$ cat config.mk
export PLATFORM = sky130hd
export DESIGN_NAME = dmem_responder_flat
export DESIGN_NICKNAME = d
export VERILOG_FILES = /design/src/rtl/dmem_if.sv /design/src/rtl/dmem_responder.sv /design/src/flat_wrapper.sv
export SDC_FILE = /design/constraint.sdc
export NUM_CORES = 2
export LEC_CHECK = 0
export ABC_AREA = 1
export CAP_MARGIN = 20
export CORE_MARGIN = 1.5
export CORE_UTILIZATION = 25
export DETAILED_ROUTE_END_ITERATION = 6
export MAX_ROUTING_LAYER = met4
export SETUP_SLACK_MARGIN = 0.1
export SLEW_MARGIN = 15
export SYNTH_ARGS = -nofsm -noshare
export SYNTH_HDL_FRONTEND = slang
export SYNTH_SLANG_ARGS = --single-unit
export TNS_END_PERCENT = 1
$ cat constraint.sdc
create_clock -name clk -period 4.7 [get_ports clk]
set_input_delay 0.705 -clock clk [delete_from_list [all_inputs] [get_ports clk]]
set_output_delay 0.705 -clock clk [all_outputs]
set_load 0.005 [all_outputs]
$ cat src/rtl/dmem_if.sv
// Request/response bundle between the core's load/store unit (master) and data memory (slave).
interface dmem_if;
    logic        req;
    logic        we;
    logic [1:0]  size;
    logic        uns;
    logic [31:0] addr;
    logic [31:0] wdata;
    logic        ready;
    logic [31:0] rdata;
    logic        err;

    modport master (output req, we, size, uns, addr, wdata, input ready, rdata, err);
    modport slave  (input req, we, size, uns, addr, wdata, output ready, rdata, err);
endinterface

$ cat src/rtl/dmem_responder.sv
// Data-memory responder: one request at a time, LATENCY wait states, byte/half/word access with
// little-endian lane merge, load extension and a one-cycle error response.
module dmem_lane #(
    parameter int LANE  = 0,
    parameter int DEPTH = 64,
    parameter int AW    = 6
) (
    input  logic          clk,
    input  logic          go,
    input  logic [1:0]    size,
    input  logic [1:0]    boff,
    input  logic [AW-1:0] idx,
    input  logic [7:0]    b_byte,
    input  logic [7:0]    b_half,
    input  logic [7:0]    b_word,
    output logic [7:0]    rbyte
);
    localparam logic [1:0] LID = 2'(LANE);

    logic [7:0] mem [DEPTH];
    logic       hit;
    logic [7:0] wbyte;

    always_comb begin
        hit   = 1'b1;
        wbyte = b_word;
        case (size)
            2'b00: begin hit = (boff == LID);       wbyte = b_byte; end
            2'b01: begin hit = (boff[1] == LID[1]); wbyte = b_half; end
            default: ;
        endcase
    end

    always_ff @(posedge clk)
        if (go && hit) mem[idx] <= wbyte;

    assign rbyte = mem[idx];
endmodule

module dmem_responder #(
    parameter int DEPTH   = 64,
    parameter int LATENCY = 2
) (
    input  logic clk,
    input  logic reset,
    dmem_if.slave bus
);
    localparam int NUM_LANES = 4;
    localparam int AW        = (DEPTH > 1) ? $clog2(DEPTH) : 1;

    typedef enum logic [1:0] {IDLE, BUSY, RESP} state_t;

    typedef struct packed {
        logic          we;
        logic [1:0]    size;
        logic          uns;
        logic [1:0]    boff;
        logic [AW-1:0] idx;
        logic [31:0]   wdata;
    } req_t;

    state_t state, state_nx;
    logic [3:0] cnt, cnt_nx;
    req_t rq;
    logic err_q, cap_err, wr_go;
    logic [NUM_LANES-1:0][7:0] lane_rd;
    logic [31:0] word, shifted, ld;

    // Size checks plus range check on the full word index, so high address bits cannot alias.
    always_comb begin
        cap_err = 1'b0;
        case (bus.size)
            2'b01:   cap_err = bus.addr[0];
            2'b10:   cap_err = |bus.addr[1:0];
            2'b11:   cap_err = 1'b1;
            default: ;
        endcase
        if (bus.addr[31:2] >= 30'(DEPTH)) cap_err = 1'b1;
    end

    always_ff @(posedge clk or posedge reset) begin
        if (reset) begin
            state <= IDLE;
            cnt   <= '0;
            rq    <= '0;
            err_q <= 1'b0;
        end else begin
            state <= state_nx;
            cnt   <= cnt_nx;
            if (state == IDLE && bus.req) begin
                rq    <= '{bus.we, bus.size, bus.uns, bus.addr[1:0], bus.addr[AW+1:2], bus.wdata};
                err_q <= cap_err;
            end
        end
    end

    always_comb begin
        state_nx = state;
        cnt_nx   = cnt;
        case (state)
            IDLE: if (bus.req) begin
                if (LATENCY == 0) state_nx = RESP;
                else begin
                    state_nx = BUSY;
                    cnt_nx   = 4'(LATENCY);
                end
            end
            BUSY: begin
                cnt_nx = cnt - 4'd1;
                if (cnt == 4'd1) state_nx = RESP;
            end
            RESP:    state_nx = IDLE;
            default: state_nx = IDLE;
        endcase
    end

    // Write commits on the edge leaving RESP; async reset kills it via state and the explicit gate.
    assign wr_go = (state == RESP) && rq.we && !err_q && !reset;

    for (genvar i = 0; i < NUM_LANES; i++) begin : g_lane
        dmem_lane #(.LANE(i), .DEPTH(DEPTH), .AW(AW)) u_lane (
            .clk    (clk),
            .go     (wr_go),
            .size   (rq.size),
            .boff   (rq.boff),
            .idx    (rq.idx),
            .b_byte (rq.wdata[7:0]),
            .b_half (rq.wdata[8*(i%2) +: 8]),
            .b_word (rq.wdata[8*i +: 8]),
            .rbyte  (lane_rd[i])
        );
    end

    assign word    = lane_rd;
    assign shifted = word >> {rq.boff, 3'b000};

    always_comb begin
        case (rq.size)
            2'b00:   ld = {{24{shifted[7] & ~rq.uns}}, shifted[7:0]};
            2'b01:   ld = {{16{shifted[15] & ~rq.uns}}, shifted[15:0]};
            default: ld = word;
        endcase
    end

    assign bus.ready = (state == RESP);
    assign bus.err   = (state == RESP) && err_q;
    assign bus.rdata = ((state == RESP) && !rq.we && !err_q) ? ld : 32'd0;
endmodule

$ cat src/flat_wrapper.sv
// flat-port wrapper written by rule: the top's interface ports become plain ports
module dmem_responder_flat 
#(
    parameter int DEPTH   = 64,
    parameter int LATENCY = 2
)
  (clk, reset, bus_req, bus_we, bus_size, bus_uns, bus_addr, bus_wdata, bus_ready, bus_rdata, bus_err);
  dmem_if bus_i ();
  input  logic clk;
  input  logic reset;
  input wire logic [$bits(bus_i.req)-1:0] bus_req;
  input wire logic [$bits(bus_i.we)-1:0] bus_we;
  input wire logic [$bits(bus_i.size)-1:0] bus_size;
  input wire logic [$bits(bus_i.uns)-1:0] bus_uns;
  input wire logic [$bits(bus_i.addr)-1:0] bus_addr;
  input wire logic [$bits(bus_i.wdata)-1:0] bus_wdata;
  output wire logic [$bits(bus_i.ready)-1:0] bus_ready;
  output wire logic [$bits(bus_i.rdata)-1:0] bus_rdata;
  output wire logic [$bits(bus_i.err)-1:0] bus_err;
  assign bus_i.req = bus_req;
  assign bus_i.we = bus_we;
  assign bus_i.size = bus_size;
  assign bus_i.uns = bus_uns;
  assign bus_i.addr = bus_addr;
  assign bus_i.wdata = bus_wdata;
  assign bus_ready = bus_i.ready;
  assign bus_rdata = bus_i.rdata;
  assign bus_err = bus_i.err;
  dmem_responder #(.DEPTH(DEPTH), .LATENCY(LATENCY)) u_core (.clk(clk), .reset(reset), .bus(bus_i));
endmodule
==> results.json <==
{
  "status": "finished, violations left",
  "violations": "setup timing",
  "r2r_start": "u_core.rq[32]",
  "p_per_area_nw_per_um2": 658,
  "worst_pin_slew_ns": 1.16,
  "multiInputGateArea_um2": 21700,
  "place.gp.congestion": 0.897,
  "rsz0062_at_grt": "yes",
  "yosysSeqAreaShare_pct": 73.1,
  "grt_antenna_before_repair": 12,
  "synth.top_cell.area_share_pct": 71.6,
  "ir_worst_vdd_mv": 0.613,
  "core-area_um2": 342000,
  "clock_latency_ns": 0.88,
  "seqPwrFrac_pct": 36.1,
  "htree_levels": 4,
  "drt-initial-drc-count": 8216,
  "hp-class": "input port to flip-flop",
  "rrSetupSlack_ns": 0.96,
  "initial_core_util_pct": 25.1,
  "fp.dieArea_um2": 347000,
  "p_clk_share_pct": 23.7,
  "ant_nets": 0,
  "min_path_cells": 3,
  "port_buffers": 104,
  "numCtsBuffers": 211,
  "via_per_inst": 4.74,
  "fp.dieW_um": 589,
  "cts_sinks": 2099,
  "maxCapViolations": 0,
  "crit_slowest_cell": "dfrtp_4",
  "fmax_ghz": 0.208,
  "synth_top_area_cell": "edfxtp_1",
  "cts_tree": "built",
  "grt_overflow": 0,
  "period_needed_ns": 4.80,
  "rows": 215,
  "slew_headroom_pct": 22.5,
  "drt_first_pass_iters": 6,
  "startpoint_type": "flip-flop",
  "hold_end": "u_core.rq[4]",
  "root_buffer": "clkbuf_16",
  "pwr-share-comb_pct": 40.2,
  "path_class": "flip-flop to primary output",
  "grt_pass1_wl_um": 402000,
  "synthArstFlopShare_pct": 2.43,
  "area_growth_pct": 21.3,
  "endpoint_kind": "primary output",
  "r2r-end": "u_core.g_lane[0].u_lane.mem[2][4]",
  "cts_hold_buf": 0,
  "synth_top_family_by_area": "simple AND/OR/NAND/NOR gates",
  "pin_count": 105,
  "finalPower_mw": 68.7,
  "die_h_um": 589,
  "final_cell_mix": "3064 x nand2_1, 2048 x edfxtp_1, 519 x a21oi_1, 369 x nor2_1, 235 x buf_4",
  "fin_nets": 7940,
  "synth_xor_area_share_pct": 0,
  "synth_area_leaders": "edfxtp_1 72%, nand2_1 14%, a21oi_1 3.1%, nor2_1 1.7%, dfrtp_1 1.5%",
  "layout_commonest_cell": "nand2_1",
  "synthCells": 7546,
  "routed-via-count": 59891,
  "seqCellArea_um2": 62800,
  "synth_edf_count": 2048,
  "syn_avg_cell_area_um2": 11.4,
  "slew_violations": 0,
  "yosysWarnings": 0,
  "grt_pass1_vias": 54779,
  "synthMuxAreaShare_pct": 0,
  "arrival_ns": 4.10,
  "drc_errors": 0,
  "path_buf_inv": 8,
  "ff2ff_path_depth": 8,
  "worst-path-max-fanout": 18,
  "p_leak_nw": 37.9,
  "drive_above_1_share_pct": 13.4,
  "synthFlopType": "edfxtp_1",
  "grt_max_degree": 109,
  "hold_viol": 0,
  "synth_seq_cells": 2099,
  "setup_ws_ns": -0.102,
  "synth_fa_ha_area_share_pct": 0.0291,
  "yosysUniqueCellTypes": 40,
  "critical_path.cell_chain": "buf_12 -> buf_16 -> buf_16 -> buf_4 -> buf_8 -> nand2_1 -> a21oi_1 -> o21ai_1 -> a21boi_2 -> buf_4 -> nor3_4 -> nand2_2 -> nand2_4 -> nand3_4 -> nand2_4 -> a21oi_4 -> buf_6 -> dlygate4sd2_1",
  "yosys.area_share.simple_pct": 17.7,
  "synth_fp_nets": 7619,
  "synth_compound_area_share_pct": 6.09,
  "setup_viol": 4,
  "syn_area_um2": 85900,
  "critical_path.top_delay_family": "buffers and inverters",
  "timing.hold.ws_ns": 0.381,
  "fin_worst_skew_ns": 0.0243,
  "p_switching_mw": 26.7,
  "min_from": "bus_wdata[4]",
  "post-route-period-util_pct": 102,
  "worstPathRequired_ns": 3.99,
  "clock_path_buffers": 3,
  "cp_slowest_stage_delay_ns": 0.51,
  "clk_pin_slew_ns": 0.07,
  "wl_per_cell_um": 22.7,
  "n_fill_cell": 34255,
  "grt_use_total_pct": 16.4,
  "routed_wirelength_um": 287000,
  "dp_hpwl_um": 165000,
  "switching_share_pct": 38.9,
  "p_int_mw": 42.0
}
per-layer routing:
| layer | vias to the layer above | share of wire (%) | global-route usage (%) |
|---|---|---|---|
| met1 | 29318 | 39 | 21.3 |
| met5 | - | 0 | - |
| met3 | 625 | 11 | 3.26 |
| met2 | 3436 | 45 | 24.5 |
| li1 | 26512 | - | - |
| met4 | 0 | 4.8 | 7.50 |
cells in the mapped netlist (all sizes together) (7+ instances only):
cell     instances
a21oi          527
a221oi          10
a22o            31
a22oi           53
buf            269
clkbuf         150
dfrtp           51
edfxtp        2048
inv            195
nand2         3170
nand3          108
nand3b          11
nand4           51
nor2           406
nor3            10
nor4             7
o2111ai         31
o211ai          14
o21ai          274
or2            116
logic make-up (layout without fill, tap and decap cells):
family,after synthesis,in the layout
adder cells (fa/ha/maj),2,2
AO/OA/AOI/OAI,951,951
flip-flops,2099,2099
other,0,20
AND/OR/NAND/NOR,3879,3879
buffers and inverters,615,1121
power groups by stage:
stage                     clock network, mW  logic, mW  registers (mW)
after detailed placement                  0       22.5            25.2
after global placement                    0       22.4            25.2
final                                  16.3       27.6            24.8
after floorplan                           0       11.7            25.7
after CTS                              16.3       26.0            24.8
after global routing                   17.1       28.9            24.8
registers in the layout, indices dropped and copies added (netlist names):
name                      flops
u_core.g_lane.u_lane.mem   2048
u_core.rq                    44
u_core.err_q                  1
u_core.cnt                    4
u_core.state                  2
layout make-up:
cell class	instances	area share, %
sequential	2099	60.2
timing repair buffer	525	6.35
inverter	196	0.757
tap	4557	5.47
clock inverter	119	0.854
timing repair inverter	2	0.0348
antenna	20	0.0480
clock buffer	279	5.45
multi-input combinational	4832	20.8
worst register-to-register path, cell delays in order, from the launching register on:
cell	delay [ns]
dfrtp_4	0.51
buf_12	0.19
clkinv_16	0.09
buf_16	0.15
nand2_1	0.16
inv_4	0.16
bufbuf_16	0.37
nand2_1	0.64
nor2_1	1.09
through the flow:
step	instances	worst slack [ns]	util, %	area [um^2]	setup TNS (ns)
floorplan	7546	0.641	-	85900	0
global placement	12058	-0.322	27.4	94000	-0.474
detailed placement	12065	-0.328	27.5	94100	-0.479
CTS	12570	-0.0821	30.2	103000	-0.761
global route	12626	-0.126	30.4	104000	-1.39
finish	12629	-0.102	30.4	104000	-0.193
worst max path at each step:
stage	from	endpoint	slack (ns)	cells past startpoint
2_1_floorplan	u_core.rq[42]	u_core.g_lane[1].u_lane.mem[0][0]	0.64	4
3_3_place_gp	u_core.rq[32]	bus_rdata[0]	-0.32	16
5_1_grt	u_core.rq[32]	bus_rdata[0]	-0.13	20
6_report	u_core.rq[32]	bus_rdata[0]	-0.10	18
4_1_cts	u_core.rq[32]	bus_rdata[27]	-0.08	21
3_5_place_dp	u_core.rq[32]	bus_rdata[0]	-0.33	16
what timing repair did:
action                                  in CTS  in global routing
setup buffers                               68                 29
cloned                                      39                  6
pin swaps                                   60                 77
gates resized for setup                    308                203
endpoints found under the setup margin      32                 32
(Power assumes the default switching activity.)
